**config.mk**
```make
export PLATFORM = sky130hd
export DESIGN_NAME = spi_flash_loader
export DESIGN_NICKNAME = d
export VERILOG_FILES = /design/src/rtl/spi_loader_pkg.sv /design/src/rtl/spi_shift_master.sv /design/src/rtl/spi_flash_loader.sv
export SDC_FILE = /design/constraint.sdc
export NUM_CORES = 1
export LEC_CHECK = 0
export ABC_AREA = 1
export CAP_MARGIN = 20
export CORE_ASPECT_RATIO = 2
export CORE_UTILIZATION = 45
export DETAILED_ROUTE_END_ITERATION = 8
export PLACE_DENSITY = 0.69
export REMOVE_ABC_BUFFERS = 1
export SLEW_MARGIN = 10
export SYNTH_ARGS = -nofsm -noshare
export SYNTH_HDL_FRONTEND = slang
export SYNTH_SLANG_ARGS = --single-unit
```
**constraint.sdc**
```tcl
create_clock -name clk -period 3.2 [get_ports clk]
set_clock_uncertainty 0.15 [all_clocks]
set_input_delay 0.64 -clock clk [delete_from_list [all_inputs] [get_ports clk]]
set_output_delay 0.64 -clock clk [all_outputs]
set_load 0.02 [all_outputs]
```
**src/rtl/spi_loader_pkg.sv**
```systemverilog
// Shared types and constants for the SPI flash boot loader.
package spi_loader_pkg;

  typedef enum logic [2:0] {
    START,
    CMD,
    READ,
    WR0,
    WR1,
    WR2,
    DONE
  } state_t;

  localparam logic [7:0] CMD_READ = 8'h03;

  // Number of clk cycles the SRAM write strobe is held low (WR0 plus WR1).
  localparam int WE_PULSE_CLKS = 2;

  // Shift length select for spi_shift_master.
  localparam logic LEN_8  = 1'b0;
  localparam logic LEN_32 = 1'b1;

endpackage

```
**src/rtl/spi_shift_master.sv**
```systemverilog
// SPI mode-0 shifter: SCLK divider plus an 8- or 32-bit MSB-first shift.
// `done` is high in the cycle before the final falling SCLK edge, so the
// caller can act on the same edge that returns SCLK low.
module spi_shift_master
  import spi_loader_pkg::*;
#(
  parameter int SCLK_DIV = 2
) (
  input  logic        clk,
  input  logic        n_reset,
  input  logic        go,
  input  logic        len,
  input  logic        hold,
  input  logic [31:0] tx_word,
  input  logic        miso,
  output logic        busy,
  output logic        done,
  output logic        sclk,
  output logic        mosi,
  output logic [7:0]  rx_byte
);

  localparam int DIV_W = $clog2(SCLK_DIV + 1);
  localparam logic [DIV_W-1:0] DIV_LOAD = DIV_W'(SCLK_DIV - 1);

  logic [DIV_W-1:0] div_cnt;
  logic [4:0]       bit_cnt;
  logic [31:0]      tx_sr;
  logic             tick;

  assign tick = busy && !hold && (div_cnt == '0);
  assign done = tick && sclk && (bit_cnt == 5'd0);

  // Divider down-counter, SCLK toggle, MOSI shift on fall, MISO sample on rise.
  always_ff @(posedge clk or negedge n_reset) begin
    if (!n_reset) begin
      busy    <= 1'b0;
      sclk    <= 1'b0;
      mosi    <= 1'b0;
      div_cnt <= '0;
      bit_cnt <= '0;
      tx_sr   <= '0;
      rx_byte <= '0;
    end else if (go) begin
      busy    <= 1'b1;
      sclk    <= 1'b0;
      div_cnt <= DIV_LOAD;
      bit_cnt <= (len == LEN_32) ? 5'd31 : 5'd7;
      tx_sr   <= tx_word;
      mosi    <= tx_word[31];
    end else if (tick) begin
      div_cnt <= DIV_LOAD;
      sclk    <= !sclk;
      if (!sclk) begin
        rx_byte <= {rx_byte[6:0], miso};
      end else begin
        tx_sr <= {tx_sr[30:0], 1'b0};
        mosi  <= tx_sr[30];
        if (bit_cnt == 5'd0) busy <= 1'b0;
        else bit_cnt <= bit_cnt - 5'd1;
      end
    end else if (busy && !hold) begin
      div_cnt <= div_cnt - 1'b1;
    end
  end

endmodule

```
**src/rtl/spi_flash_loader.sv**
```systemverilog
// Boot loader: reads IMAGE_BYTES from SPI flash (READ 0x03) and writes them
// into SRAM, then hands the SRAM pins over to the CPU.
//
// state | meaning
// START | first clk after reset: assert CS, launch 32-bit command/address
// CMD   | shifting {0x03, FLASH_ADDR}
// READ  | shifting in one data byte
// WR0   | WE low, first cycle
// WR1   | WE low, remaining cycles of the pulse
// WR2   | WE high, advance address / byte count
// DONE  | CS released, cpm_* passed straight through to ext_*
module spi_flash_loader
  import spi_loader_pkg::*;
#(
  parameter int          IMAGE_BYTES = 65536,
  parameter logic [23:0] FLASH_ADDR  = 24'h000000,
  parameter logic [17:0] RAM_BASE    = 18'h00000,
  parameter int          SCLK_DIV    = 2
) (
  input  logic        clk,
  input  logic        n_reset,
  output logic        booting,
  output logic        flashCS_b,
  output logic        flashSCLK,
  output logic        flashMOSI,
  input  logic        flashMISO,
  input  logic        cpm_RAMCS_b,
  input  logic        cpm_RAMOE_b,
  input  logic        cpm_RAMWE_b,
  input  logic [17:0] cpm_RAMA,
  input  logic [7:0]  cpm_RAMDin,
  output logic        ext_RAMCS_b,
  output logic        ext_RAMOE_b,
  output logic        ext_RAMWE_b,
  output logic [17:0] ext_RAMA,
  output logic [7:0]  ext_RAMDin
);

  localparam int CNT_W = $clog2(IMAGE_BYTES + 1);
  localparam logic [CNT_W-1:0] LAST_IDX = CNT_W'(IMAGE_BYTES - 1);
  localparam logic [1:0] WE_TMR_LOAD = 2'(WE_PULSE_CLKS - 2);

  state_t           state;
  logic             cs_b_r;
  logic             we_b_r;
  logic [17:0]      ram_a;
  logic [7:0]       ram_d;
  logic [CNT_W-1:0] count;
  logic [1:0]       we_tmr;
  logic             last_byte;

  logic        sh_go;
  logic        sh_len;
  logic        sh_hold;
  logic [31:0] sh_tx;
  logic        sh_busy;
  logic        sh_done;
  logic [7:0]  sh_rx;

  assign last_byte = (count == LAST_IDX);

  // Shifter launch: command at START, first byte one idle clk after the
  // command, following bytes straight out of WR2 so the stream never re-issues.
  always_comb begin
    sh_go  = 1'b0;
    sh_len = LEN_8;
    sh_tx  = '0;
    case (state)
      START: begin
        sh_go  = 1'b1;
        sh_len = LEN_32;
        sh_tx  = {CMD_READ, FLASH_ADDR};
      end
      READ:    sh_go = !sh_busy;
      WR2:     sh_go = !last_byte;
      default: sh_go = 1'b0;
    endcase
  end

  assign sh_hold = (state == WR0) || (state == WR1) || (state == WR2) || (state == DONE);

  spi_shift_master #(
    .SCLK_DIV(SCLK_DIV)
  ) u_shift (
    .clk    (clk),
    .n_reset(n_reset),
    .go     (sh_go),
    .len    (sh_len),
    .hold   (sh_hold),
    .tx_word(sh_tx),
    .miso   (flashMISO),
    .busy   (sh_busy),
    .done   (sh_done),
    .sclk   (flashSCLK),
    .mosi   (flashMOSI),
    .rx_byte(sh_rx)
  );

  // Load sequencer with registered CS, WE, address, data and booting flag.
  always_ff @(posedge clk or negedge n_reset) begin
    if (!n_reset) begin
      state   <= START;
      booting <= 1'b1;
      cs_b_r  <= 1'b1;
      we_b_r  <= 1'b1;
      ram_a   <= RAM_BASE;
      ram_d   <= '0;
      count   <= '0;
      we_tmr  <= '0;
    end else begin
      case (state)
        START: begin
          cs_b_r <= 1'b0;
          state  <= CMD;
        end
        CMD: if (sh_done) state <= READ;
        READ: if (sh_done) begin
          ram_d  <= sh_rx;
          we_b_r <= 1'b0;
          we_tmr <= WE_TMR_LOAD;
          state  <= WR0;
        end
        WR0: state <= WR1;
        WR1: begin
          if (we_tmr == 2'd0) begin
            we_b_r <= 1'b1;
            state  <= WR2;
          end else begin
            we_tmr <= we_tmr - 2'd1;
          end
        end
        WR2: begin
          count <= count + 1'b1;
          if (last_byte) begin
            booting <= 1'b0;
            cs_b_r  <= 1'b1;
            state   <= DONE;
          end else begin
            ram_a <= ram_a + 18'd1;
            state <= READ;
          end
        end
        DONE: state <= DONE;
        default: state <= START;
      endcase
    end
  end

  assign flashCS_b   = cs_b_r;
  assign ext_RAMCS_b = booting ? 1'b0   : cpm_RAMCS_b;
  assign ext_RAMOE_b = booting ? 1'b1   : cpm_RAMOE_b;
  assign ext_RAMWE_b = booting ? we_b_r : cpm_RAMWE_b;
  assign ext_RAMA    = booting ? ram_a  : cpm_RAMA;
  assign ext_RAMDin  = booting ? ram_d  : cpm_RAMDin;

endmodule

```
; ---- Yosys cells after proc, flatten, opt, wreduce, memory -nomap -nowiden
; Cells that the tools add are included.
[op_classes]
bitwise_logic = 3
addsub = 5
mul = 0
reduce_logical = 32
shifts = 0
n_eq_ne = 13
mux = 41
order_cmp = 0
n_div = 0
[ops]
columns = operator, count
row1 = 2-to-1 mux 31 bit, 3
row2 = 2-to-1 mux 26 bit, 1
row3 = 2-to-1 mux 5 bit, 5
row4 = case mux 3 bit (7 select lines), 1
row5 = adder 18 x 1 -> 18 bit (second input constant), 1
row6 = 2-to-1 mux 18 bit, 1
row7 = AND reduction 3 bit, 6
row8 = adder 17 x 1 -> 17 bit (second input constant), 1
row9 = == test 17 x 16 -> 1 bit (second input constant), 1
row10 = 2-to-1 mux 1 bit, 16
row11 = 2-to-1 mux 3 bit, 4
row12 = 2-to-1 mux 2 bit, 5
row13 = != test 2 bit (second input constant), 5
row14 = AND reduction 2 bit, 5
row15 = nonzero test 2 bit, 5
row16 = == test 3 bit (second input constant), 3
row17 = 2-to-1 mux 8 bit, 1
row18 = == test 3 x 2 -> 1 bit (second input constant), 2
row19 = logical NOT 5 bit, 1
row20 = subtractor 5 x 1 -> 5 bit (second input constant), 1
row21 = logical AND 1 bit, 4
row22 = logical NOT 1 bit, 4
row23 = logical NOT 2 bit, 2
row24 = case mux 1 bit (2 select lines), 2
row25 = 9 further kinds, 14
[totals]
ff_bits = 100
mem_bits_ro = 0
mem_count = 0
latchBits = 0
output_inout_bits = 33
mem_bits_rw = 0
elab_cells = 109

; ---- Longest topological paths before layout
[logic_depth]
depth_word = 11
ltp_mapped = 14

; ---- Modules after synthesis
; Synthesis repeated with hierarchy kept, for this count alone.
[unflattened]
cells_unflattened = 656
hier_area_um2 = 5153.7
[modules_own_cells]
columns = mod, seq_area_each_um2, instances, cells_each, area_per_inst_um2
row1 = spi_flash_loader, 1280.0, 1, 390, 2871.5
row2 = spi_shift_master, 1226.2, 1, 266, 2282.2

; ---- Worst setup path after synthesis
; OpenSTA, ideal clock, no wires.
[synth_timing]
kind = reg2reg
from = reg count[0]
to = reg u_shift.rx_byte[0]
stages_incl_launch_ff = 15
path_slack_ns = 0.985
t_required_ns = 2.934
synth_period_minus_slack_ns = 2.215
t_arrival_ns = 1.949
setup_ns = 0.116
n_path_buf = 1
cell_sequence = dfrtp_1 ha_1 nand2_1 nor2_1 nand2_1 nor4_1 ha_1 nor2_4 buf_6 a21oi_4 nand2_4 nor2_8 nand2_4 nand2_1 nand2_1
[synth_via]
elab_chain_cells = 5
[synth_lines]
columns = item, line
row1 = start: declaration, spi_flash_loader.sv:48  ; logic [CNT_W-1:0] count;
row2 = start signal: assignment, spi_flash_loader.sv:133  ; count <= count + 1'b1;
row3 = == test 17 x 16 -> 1 bit, spi_flash_loader.sv:60  ; assign last_byte = (count == LAST_IDX);
row4 = logical NOT 1 bit, spi_flash_loader.sv:75  ; WR2: sh_go = !last_byte;
row5 = case mux 1 bit (3 select lines), spi_flash_loader.sv:68  ; case (state)
row6 = inverter 1 bit (no line), n/a
row7 = AND reduction 3 bit (no line), n/a
row8 = end signal: assignment, spi_shift_master.sv:55  ; rx_byte <= {rx_byte[6:0], miso};
row9 = end: declaration, spi_shift_master.sv:20  ; output logic [7:0] rx_byte
; No other way between the ends.
; A chain may end at the register's enable or synchronous reset.

; ---- Worst setup path in the final report
[layout_timing]
from = reg booting
to = out ext_RAMA[15]
[layout_via]
elab_chain_cells = 1
[layout_lines]
columns = item, line
row1 = start: declaration, spi_flash_loader.sv:22  ; output logic booting,
row2 = start signal: assignment, spi_flash_loader.sv:103  ; booting <= 1'b1;
row3 = start signal: assignment, spi_flash_loader.sv:135  ; booting <= 1'b0;
row4 = 2-to-1 mux 18 bit, spi_flash_loader.sv:153  ; assign ext_RAMA = booting ? ram_a : cpm_RAMA;
row5 = end: declaration, spi_flash_loader.sv:35  ; output logic [17:0] ext_RAMA,
; No other way between the ends.

==> impl_metrics.xml <==
<?xml version="1.0" encoding="UTF-8"?>
<metrics>
  <group name="run_status">
    <metric name="outcome" unit="">complete, no violations</metric>
  </group>
  <group name="drt">
    <metric name="wl_per_cell" unit="µm">11.9</metric>
    <metric name="routed-via-count" unit="">3463</metric>
    <metric name="detail_route.wirelength" unit="µm">8270</metric>
    <metric name="drtAntennaViolNets" unit="">0</metric>
    <metric name="firstDrtPassIters" unit="">4</metric>
    <metric name="drt_first_iter_violations" unit="">188</metric>
    <metric name="detail_route.drc_violations" unit="">0</metric>
    <metric name="detail_routed_via_count_per_cell" unit="">4.99</metric>
  </group>
  <group name="pwr">
    <metric name="switching_power" unit="W">0.000432</metric>
    <metric name="power.switching_fraction" unit="%">20.5</metric>
    <metric name="vdd_ir_drop_max" unit="mV">0.271</metric>
    <metric name="cellInternalPower" unit="W">0.00168</metric>
    <metric name="clock_power_share" unit="%">47.3</metric>
    <metric name="combinationalPowerShare" unit="%">6.6</metric>
    <metric name="leakage_power" unit="nW">2.54</metric>
    <metric name="seq_power_share" unit="%">46.1</metric>
    <metric name="pwr_density_cell" unit="nW/µm²">408</metric>
  </group>
  <group name="timing">
    <metric name="timing_hold_violations_final" unit="">0</metric>
    <metric name="tightestPinTransition" unit="ns">0.944</metric>
    <metric name="pins_over_slew_limit" unit="">0</metric>
    <metric name="min_period" unit="ns">2.96</metric>
    <metric name="grt_setup_unrepaired" unit="">false</metric>
    <metric name="final-setup-viol-count" unit="">0</metric>
    <metric name="max_freq" unit="MHz">338</metric>
    <metric name="period_share" unit="%">92.5</metric>
    <metric name="max-slew-margin-rel" unit="%">37.1</metric>
    <metric name="final.hold.worst_slack" unit="ns">0.308</metric>
    <metric name="setup-tns-final" unit="ns">0</metric>
  </group>
  <group name="synth">
    <metric name="syn-instance-count" unit="">523</metric>
    <metric name="ys_seq_area_share" unit="%">45.8</metric>
    <metric name="synth_top_cells_by_area" unit="">sky130_fd_sc_hd__dfrtp_1 44%, sky130_fd_sc_hd__nand2_1 16%, sky130_fd_sc_hd__inv_1 5.1%</metric>
    <metric name="synth_edf_count" unit="">0</metric>
    <metric name="mappedNetlistArea" unit="µm²">4160</metric>
    <metric name="synth_cell_types" unit="">33</metric>
    <metric name="yosys_most_used_dff" unit="">sky130_fd_sc_hd__dfrtp_1</metric>
    <metric name="synthesis.yosys.warnings" unit="">0</metric>
    <metric name="avgSynthCellArea" unit="µm²">7.96</metric>
    <metric name="postSynth.asyncResetShare" unit="%">100</metric>
    <metric name="ys_seq_elements" unit="">76</metric>
    <metric name="synth.top_cell.area_share" unit="%">43.9</metric>
    <metric name="area_leader_netlist" unit="">sky130_fd_sc_hd__dfrtp_1</metric>
  </group>
  <group name="cells_and_area">
    <metric name="areaGrowthSynthToFinish" unit="%">24.1</metric>
    <metric name="diodes" unit="">0</metric>
    <metric name="nets" unit="">627</metric>
    <metric name="drive_above_1_share" unit="%">9.29</metric>
    <metric name="fillers" unit="">835</metric>
  </group>
  <group name="worst_setup_path">
    <metric name="setup.worst_path.end_class" unit="">primary output</metric>
    <metric name="critical-path-max-stage-delay" unit="ns">0.68</metric>
    <metric name="kind_of_cell_adding_the_most_delay_to_the_critical_path" unit="">buffers and inverters</metric>
    <metric name="critical_path.endpoint" unit="">ext_RAMA[15]</metric>
    <metric name="reg2regPathDepth" unit="">13</metric>
    <metric name="critPathLaunch" unit="">booting</metric>
    <metric name="crit_arrival" unit="ns">2.17</metric>
    <metric name="worstReg2RegEnd" unit="">u_shift.tx_sr[25]</metric>
    <metric name="path_depth" unit="">4</metric>
    <metric name="timing.critical_path.cells" unit="">inv_1, buf_4, o21ai_0, clkdlybuf4s50_1</metric>
    <metric name="path_buf_inv" unit="">3</metric>
    <metric name="cp_max_fo" unit="">43</metric>
    <metric name="worstSetupPathType" unit="">flop to primary output</metric>
    <metric name="timing.reg2reg.setup_slack" unit="ns">0.56</metric>
    <metric name="crit_required" unit="ns">2.41</metric>
    <metric name="worst_r2r_startpoint" unit="">count[0]</metric>
    <metric name="slowest_cell_on_crit_path" unit="">sky130_fd_sc_hd__dfstp_2</metric>
    <metric name="timing.critical_path.from_type" unit="">flop</metric>
  </group>
  <group name="placed_design">
    <metric name="io_buffers" unit="">64</metric>
    <metric name="finalWeightedCongestion" unit="">0.820</metric>
    <metric name="hpwl" unit="µm">6180</metric>
  </group>
  <group name="floorplanning">
    <metric name="placeableCoreArea" unit="µm²">9010</metric>
    <metric name="die-area" unit="µm²">9660</metric>
    <metric name="pin_count" unit="">65</metric>
    <metric name="die_height" unit="µm">138</metric>
    <metric name="initial_utilization" unit="%">46.2</metric>
    <metric name="fp.dieW" unit="µm">70</metric>
    <metric name="placement_rows" unit="">49</metric>
  </group>
  <group name="global_route">
    <metric name="grtUsageTotal" unit="%">18.9</metric>
    <metric name="number_of_antenna_violations_at_the_first_check_in_global_routing" unit="">0</metric>
    <metric name="grt_start_max_net_pins" unit="">77</metric>
    <metric name="first_global_vias" unit="">3496</metric>
    <metric name="globalRouteOverflowTotal" unit="">0</metric>
    <metric name="grt_first_pass_wirelength" unit="µm">14800</metric>
  </group>
  <group name="clocking">
    <metric name="numCtsBuffers" unit="">9</metric>
    <metric name="cts_tree" unit="">yes</metric>
    <metric name="cts_hold_repair.buffers" unit="">0</metric>
    <metric name="clk-insertion-delay-late" unit="ns">0.34</metric>
    <metric name="ctsHtreeMaxLevel" unit="">3</metric>
    <metric name="clock_path_buffers" unit="">2</metric>
    <metric name="cts_num_sinks" unit="">76</metric>
    <metric name="cts_root_buf" unit="">sky130_fd_sc_hd__clkbuf_16</metric>
    <metric name="post-cts-setup-buffer-count" unit="">0</metric>
    <metric name="ctsResizeCount" unit="">0</metric>
    <metric name="clk_transition_reported_paths" unit="ns">0.05</metric>
  </group>
  <group name="worst_hold_path">
    <metric name="worstHoldPathType" unit="">input pin to asynchronous set/reset pin</metric>
  </group>
  <group name="run">
    <metric name="maxCapViolCount" unit="">0</metric>
  </group>
</metrics>
[area by class of cell]
| cell class | count | area (µm²) | area share, % |
|---|---|---|---|
| clock buffer | 12 | 256 | 4.96 |
| timing repair buffer | 66 | 653 | 12.6 |
| multi-input combinational | 377 | 1970 | 38.1 |
| inverter | 59 | 221 | 4.29 |
| sequential | 76 | 1910 | 36.9 |
| tap | 102 | 128 | 2.47 |
| clock inverter | 2 | 35.0 | 0.678 |
[per-stage QoR]
stage | utilization, % | instances | worst slack [ns] | power (W) | cell area [µm²]
final | 57.3 | 694 | 0.240 | 0.00211 | 5170
after global routing | 57.3 | 694 | 0.0848 | 0.00218 | 5170
after CTS | 57.3 | 694 | 0.217 | 0.00213 | 5170
after detailed placement | 54.1 | 680 | 0.539 | 0.00113 | 4870
after global placement | 54.1 | 680 | 0.561 | 0.00113 | 4870
after floorplan | - | 512 | 0.698 | 0.00103 | 4090
[synthesized netlist by cell type (6+ instances only)]
master	instances
sky130_fd_sc_hd__nand4_1	11
sky130_fd_sc_hd__ha_1	6
sky130_fd_sc_hd__inv_1	56
sky130_fd_sc_hd__xor2_1	16
sky130_fd_sc_hd__nand3_1	40
sky130_fd_sc_hd__o21ai_2	7
sky130_fd_sc_hd__nand2_1	179
sky130_fd_sc_hd__o21ai_0	28
sky130_fd_sc_hd__xnor2_1	11
sky130_fd_sc_hd__nor2_4	6
sky130_fd_sc_hd__nor3_1	7
sky130_fd_sc_hd__nor2_1	40
sky130_fd_sc_hd__dfrtp_1	73
[metal layers]
| metal | track usage (%) | vias to the layer above | routed length [µm] |
|---|---|---|---|
| met5 | 0 | - | 0 |
| met4 | 8.95 | 0 | 171 |
| met3 | 3.86 | 11 | 255 |
| met2 | 34.1 | 60 | 4510 |
| met1 | 20.7 | 1619 | 3340 |
| li1 | - | 1773 | - |
[kinds of logic after synthesis]
| family | count (synthesis) | share of synthesized area, % |
|---|---|---|
| AO/OA/AOI/OAI | 40 | 5.89 |
| XOR/XNOR | 27 | 5.68 |
| adder cells (fa/ha/maj) | 6 | 1.80 |
| buffers and inverters | 70 | 6.95 |
| flip-flops | 76 | 45.8 |
| AND/OR/NAND/NOR | 304 | 33.9 |
[worst min path at each step]
stage | start | end | slack, ns
3_3_place_gp | u_shift.rx_byte[7] | u_shift.rx_byte[7] | 0.30
4_1_cts | we_b_r | we_b_r | 0.32
2_1_floorplan | n_reset | count[0] | 0.19
5_1_grt | we_b_r | we_b_r | 0.33
6_report | n_reset | ram_a[12] | 0.31
3_5_place_dp | we_b_r | we_b_r | 0.31
[cells in the final DEF (no fill, tap or decap), drive strengths merged, types with 6 or more instances in the layout]
cell type	synthesis	layout
clkdlybuf4s50	0	63
nand4	11	11
ha	6	6
o21ai	35	35
nor3	8	8
clkbuf	5	12
xnor2	11	11
nor2	50	50
inv	59	59
nand2	188	188
dfrtp	73	73
nand3	43	43
xor2	16	16
[state kept, by name, summed over array words and instances, names as in the netlist]
register	count
ram_a	18
u_shift.tx_sr	7
u_shift.mosi	1
state	3
flashCS_b	1
u_shift.div_cnt	2
u_shift.bit_cnt	5
we_b_r	1
u_shift.sclk	1
u_shift.busy	1
we_tmr	2
u_shift.rx_byte	8
ram_d	8
count	17
booting	1
[power by group through the flow]
stage | sequential, W | clock [W] | combinational [W]
5_1_grt | 0.000971 | 0.00106 | 0.000153
6_report | 0.000971 | 0.000998 | 0.000139
3_5_place_dp | 0.000988 | 0 | 0.000142
3_3_place_gp | 0.000988 | 0 | 0.000140
2_1_floorplan | 0.000987 | 0 | 0.0000464
4_1_cts | 0.000971 | 0.00102 | 0.000142
Note: power is estimated with default switching activity, not from simulation.
==> patch 1 (config.mk and constraints unchanged) <==
Reset style: synchronous (`n_reset`), changed in 2 clocked blocks.
--- a/src/rtl/spi_shift_master.sv
+++ b/src/rtl/spi_shift_master.sv
@@ -32,7 +32,7 @@
   assign done = tick && sclk && (bit_cnt == 5'd0);
 
   // Divider down-counter, SCLK toggle, MOSI shift on fall, MISO sample on rise.
-  always_ff @(posedge clk or negedge n_reset) begin
+  always_ff @(posedge clk) begin
     if (!n_reset) begin
       busy    <= 1'b0;
       sclk    <= 1'b0;
--- a/src/rtl/spi_flash_loader.sv
+++ b/src/rtl/spi_flash_loader.sv
@@ -97,7 +97,7 @@
   );
 
   // Load sequencer with registered CS, WE, address, data and booting flag.
-  always_ff @(posedge clk or negedge n_reset) begin
+  always_ff @(posedge clk) begin
     if (!n_reset) begin
       state   <= START;
       booting <= 1'b1;
Check against the original RTL: differs if n_reset is asserted again (counterexample within 4 cycles, from zero or initial values and one cycle with n_reset low); with n_reset held inactive, the same outputs for 10 cycles.
==> patch 1 against the unedited design <==
  * Non-clock buffer count rose by 5
  * Sequential cell count did not move
  * Synthesized area fell by 2.9%
  * Final area fell by 1.6%
  * Via count rose by 14%
  * Setup slack improved by 0.31 ns
  * Cell count rose by 11%
  * Global-route usage rose by 2.6 points
  * Wire length rose by 18%
  * Synthesized cell count rose by 16%
  * Critical endpoint unchanged
Power is not compared: it rests on default switching activity, and its combinational part moved more than twofold at a synthesized area within 25%.
==> patch 1: results (changes against the unedited design) <==
clocking:
  worstSkewPairLatency_ns: 0.33
  cts_setup_buffers: 0  # unchanged
timing:
  whs_ns: 0.3072  # was 0.3078 ns
  tightest_slew_ns: 0.6651  # was 0.9441 ns
logic_synthesis:
  async_flop_share: 0  # was 1.000
  synth_xor_area_frac: 0.02818  # was 0.05683
  ys.flop_type: "dfxtp_1"  # was dfrtp_1
  synthTopCellsByArea: "dfxtp_1 38%, nand2_1 14%, nor2_1 9.2%"  # was dfrtp_1 44%, nand2_1 16%, inv_1 5.1%
  yosysUniqueCellTypes: 41  # was 33
  synth-adder-area-share: 0.02168  # was 0.01804
  synth-compound-area-share: 0.1353  # was 0.05893
  synth_commonest_cells: "155 x nand2_1, 99 x nor2_1, 76 x dfxtp_1"  # was 179 x nand2_1, 73 x dfrtp_1, 56 x inv_1
  ys_seq_area_frac: 0.3766  # was 0.4579
worst_setup_path:
  reg2reg_to: "u_shift.rx_byte[5]"  # was u_shift.tx_sr[25]
  r2r_cells: 14  # was 13
  critPathMaxFanout: 1  # was 43
  r2r-start: "count[7]"  # was count[0]
  worst-endpoint-arrival_ns: 1.86  # was 2.17 ns
global_route:
  grt_max_degree: 48  # was 77
  antenna_found_initial: 0  # unchanged
  first_global_vias: 3812  # was 3496
  grt_first_pass_wirelength_mm: 16.17  # was 14.84 mm
  grt_use_total: 0.2149  # was 0.1892
route:
  drtIter0Drc: 120  # was 188
  num_vias: 3935  # was 3463
  met2_wirelength_mm: 5.435  # was 4.511 mm
  wl_mm: 9.782  # was 8.274 mm
  routedLengthMet1_mm: 3.632  # was 3.335 mm
  dr_wl_met3_um: 298  # was 255 um
place:
  dp_hpwl_mm: 7.558  # was 6.177 mm
  dpl_cell_area_sq_um: 4760  # was 4875 sq um
  place_congestion: 0.8404  # was 0.8202
cells_and_area:
  drive_gt1_frac: 0.08024  # was 0.09291
  final_nets: 708  # was 627
worst_hold_path:
  hold_path_class: "reg -> reg"  # was in -> async
  holdPathEnd: "u_shift.mosi"
run_status:
  status: "completed"  # unchanged
patch 1: changes by cell type after synthesis, moves of 19 or more:
cell,delta
o21ai_0,+20
a21oi_1,+37
nand2_1,-24
dfrtp_1,-73
nand3_1,-19
nor2_1,+59
dfxtp_1,+76
patch 1: worst max path at each step:
stage	from	endpoint	slack, ns	cells after the start
2_1_floorplan	booting	ext_RAMA[17]	0.64	2
3_3_place_gp	cpm_RAMA[17]	ext_RAMA[17]	0.54	4
3_5_place_dp	cpm_RAMA[0]	ext_RAMA[0]	0.55	4
4_1_cts	cpm_RAMA[0]	ext_RAMA[0]	0.55	4
5_1_grt	count[6]	u_shift.rx_byte[5]	0.28	13
6_report	cpm_RAMA[15]	ext_RAMA[15]	0.55	4
patch 1: logic make-up (layout without fill, tap and decap cells):
family / after synthesis / in the layout
xor+xnor: 13 / 13
fa+ha+maj: 7 / 7
compound gates: 104 / 104
flops: 76 / 76
simple gates: 320 / 320
buf+inv: 85 / 153
patch 1: metrics by stage:
step | setup WS (ns) | util | std cells
2_1_floorplan | 0.6382 | - | 587
3_3_place_gp | 0.5427 | 0.5503 | 758
3_5_place_dp | 0.5477 | 0.5503 | 758
4_1_cts | 0.5459 | 0.5880 | 773
5_1_grt | 0.2801 | 0.5880 | 773
6_report | 0.5498 | 0.5880 | 773
patch 1: layer usage:
layer,GRT usage,up-vias
met1,0.1938,1770
met4,0.1213,0
met5,0,-
met3,0.04299,29
li1,-,2054
met2,0.4299,82
patch 1: final cells by class:
| class | instances | area [sq um] |
|---|---|---|
| tap | 100 | 125.1 |
| multi-input combinational | 444 | 2162 |
| timing repair buffer | 71 | 693.2 |
| fill | 851 | 3563 |
| sequential | 76 | 1521 |
| inverter | 67 | 257.7 |
| clock inverter | 4 | 72.57 |
| clock buffer | 11 | 252.7 |
patch 1: critical path, cell delays in order:
cell and delay, ns:
clkdlybuf4s50_1 0.46, nand2_1 0.05, o21ai_0 0.09, clkdlybuf4s50_1 0.63
patch 1: where the power goes:
part	leakage (nW)	internal, mW	switching (mW)
sequential	0.617	1.06	0.102
combinational	1.22	0.293	0.499
clock	0.158	0.719	0.364
==> patch 2 (config.mk and constraints unchanged) <==
Without the edit above. `SCLK_DIV` is set to 2 in 2 places; all go to 1.
--- a/src/rtl/spi_shift_master.sv
+++ b/src/rtl/spi_shift_master.sv
@@ -4,7 +4,7 @@
 module spi_shift_master
   import spi_loader_pkg::*;
 #(
-  parameter int SCLK_DIV = 2
+  parameter int SCLK_DIV = 1
 ) (
   input  logic        clk,
   input  logic        n_reset,
--- a/src/rtl/spi_flash_loader.sv
+++ b/src/rtl/spi_flash_loader.sv
@@ -15,7 +15,7 @@
   parameter int          IMAGE_BYTES = 65536,
   parameter logic [23:0] FLASH_ADDR  = 24'h000000,
   parameter logic [17:0] RAM_BASE    = 18'h00000,
-  parameter int          SCLK_DIV    = 2
+  parameter int          SCLK_DIV    = 1
 ) (
   input  logic        clk,
   input  logic        n_reset,
Check against the original RTL: not equivalent (Yosys sat finds a counterexample within 4 cycles, from zero or initial values and one cycle with n_reset low).
==> patch 2 against the unedited design <==
  * Maximum frequency up 4.9%
  * Wire length up 4.0%
  * Synthesized cell count down 3.8%
  * Critical path depth unchanged
  * Register-to-register slack better by 0.07 ns
  * Synthesized area down 3.0%
  * Die area down 3.0%
  * Non-clock buffer count unchanged
  * Total power up 6.4%
  * Final area down 1.0%
  * Sequential cell count down 1
  * Setup slack better by 0.14 ns
  * Critical endpoint is now ext_RAMDin[3]
==> patch 2: results (changes against the unedited design) <==
timing:
  slew_headroom: 0.5399  # was 0.3706
route:
  drt_first_pass_iters: 4  # unchanged
  drtIter0Drc: 202  # was 188
  wl_mm: 8.609  # was 8.274 mm
  num_vias: 3377  # was 3463
  wl_per_cell_um: 12.75  # was 11.92 um
logic_synthesis:
  ys_seq_area_frac: 0.4660  # was 0.4579
  syn_avg_cell_area_sq_um: 8.022  # was 7.957 sq um
  synthTopCellsByArea: "dfrtp_1 45%, nand2_1 16%, inv_1 5.6%"  # was dfrtp_1 44%, nand2_1 16%, inv_1 5.1%
  synth_commonest_cells: "177 x nand2_1, 72 x dfrtp_1, 60 x inv_1"  # was 179 x nand2_1, 73 x dfrtp_1, 56 x inv_1
  yosysUniqueCellTypes: 32  # was 33
cells_and_area:
  final_nets: 608  # was 627
  n_fill_cell: 800  # was 835
  drive_gt1_frac: 0.08696  # was 0.09291
  num_antenna_cells: 0  # unchanged
worst_setup_path:
  worst-endpoint-arrival_ns: 2.03  # was 2.17 ns
  critPathMaxFanout: 51  # was 43
clocking:
  ctsHoldBuffers: 0  # unchanged
  cts_resized: 0  # unchanged
global_route:
  first_global_vias: 3248  # was 3496
  grt_max_degree: 52  # was 77
  grt_use_total: 0.2058  # was 0.1892
  grt_first_pass_wirelength_mm: 14.17  # was 14.84 mm
power_and_ir_drop:
  power.leakage_nw: 2.536  # was 2.545 nW
  ir_worst_vdd_v: 0.0002666  # was 0.0002711 V
place:
  place_congestion: 0.8486  # was 0.8202
  place_ws_ns: 0.5422  # was 0.5394 ns
  dp_hpwl_mm: 6.387  # was 6.177 mm
  portBuffers: 64  # unchanged
  dp_cells: 659  # was 680
run_status:
  status: "completed"  # unchanged
patch 2: path summary, 6_finish.rpt:
| kind | from | to | slack [ns] | cells past startpoint |
|---|---|---|---|---|
| setup / recovery | booting | ext_RAMDin[3] | 0.38 | 4 |
| hold / removal | n_reset | ram_a[4] | 0.19 | 1 |
| setup reg to reg | count[0] | u_shift.rx_byte[2] | 0.63 | 11 |
| hold reg to reg | flashCS_b | flashCS_b | 0.32 | 2 |
| max in group asynchronous | n_reset | flashCS_b | 1.94 | 2 |
| min in group clk | flashCS_b | flashCS_b | 0.32 | 2 |
patch 2: critical path, cell delays in order (launching register included):
cell and delay, ns:
dfstp_2 0.61, inv_1 0.09, buf_12 0.17, o21ai_0 0.18, clkdlybuf4s50_1 0.62
patch 2: stage by stage:
stage,cell area (sq um),utilization
floorplan,3971,-
global placement,4772,0.5518
detailed placement,4772,0.5518
CTS,5114,0.5913
global route,5114,0.5913
finish,5114,0.5913
patch 2: power by group:
| part | switching, mW | internal (mW) | total [mW] |
|---|---|---|---|
| registers | 0.00453 | 0.954 | 0.959 |
| clock network | 0.381 | 0.764 | 1.14 |
| logic | 0.0642 | 0.0750 | 0.139 |
| total | 0.450 | 1.79 | 2.24 |
patch 2: per-layer routing:
layer	vias up	global-route usage	routed length (um)
li1	1700	-	-
met1	1579	0.2055	3190
met2	70	0.3695	4802
met3	28	0.04195	283
met4	0	0.1213	333
met5	-	0	0
patch 2: logic make-up (layout without fill, tap and decap cells):
group | Yosys count | after routing | synth area share
compound gates | 41 | 41 | 0.05271
xor+xnor | 30 | 30 | 0.06512
simple gates | 277 | 277 | 0.3215
fa+ha+maj | 6 | 6 | 0.01860
flops | 75 | 75 | 0.4660
buf+inv | 74 | 146 | 0.07597
patch 2: final cells by class:
type / instances / area, sq um / share of cell area
Clock buffer: 10 / 229.0 / 0.04478
Clock inverter: 6 / 112.6 / 0.02202
Inverter: 64 / 242.7 / 0.04747
Multi-Input combinational cell: 354 / 1848 / 0.3614
Sequential cell: 75 / 1881 / 0.3678
Tap cell: 100 / 125.1 / 0.02447
Timing Repair Buffer: 66 / 675.6 / 0.1321
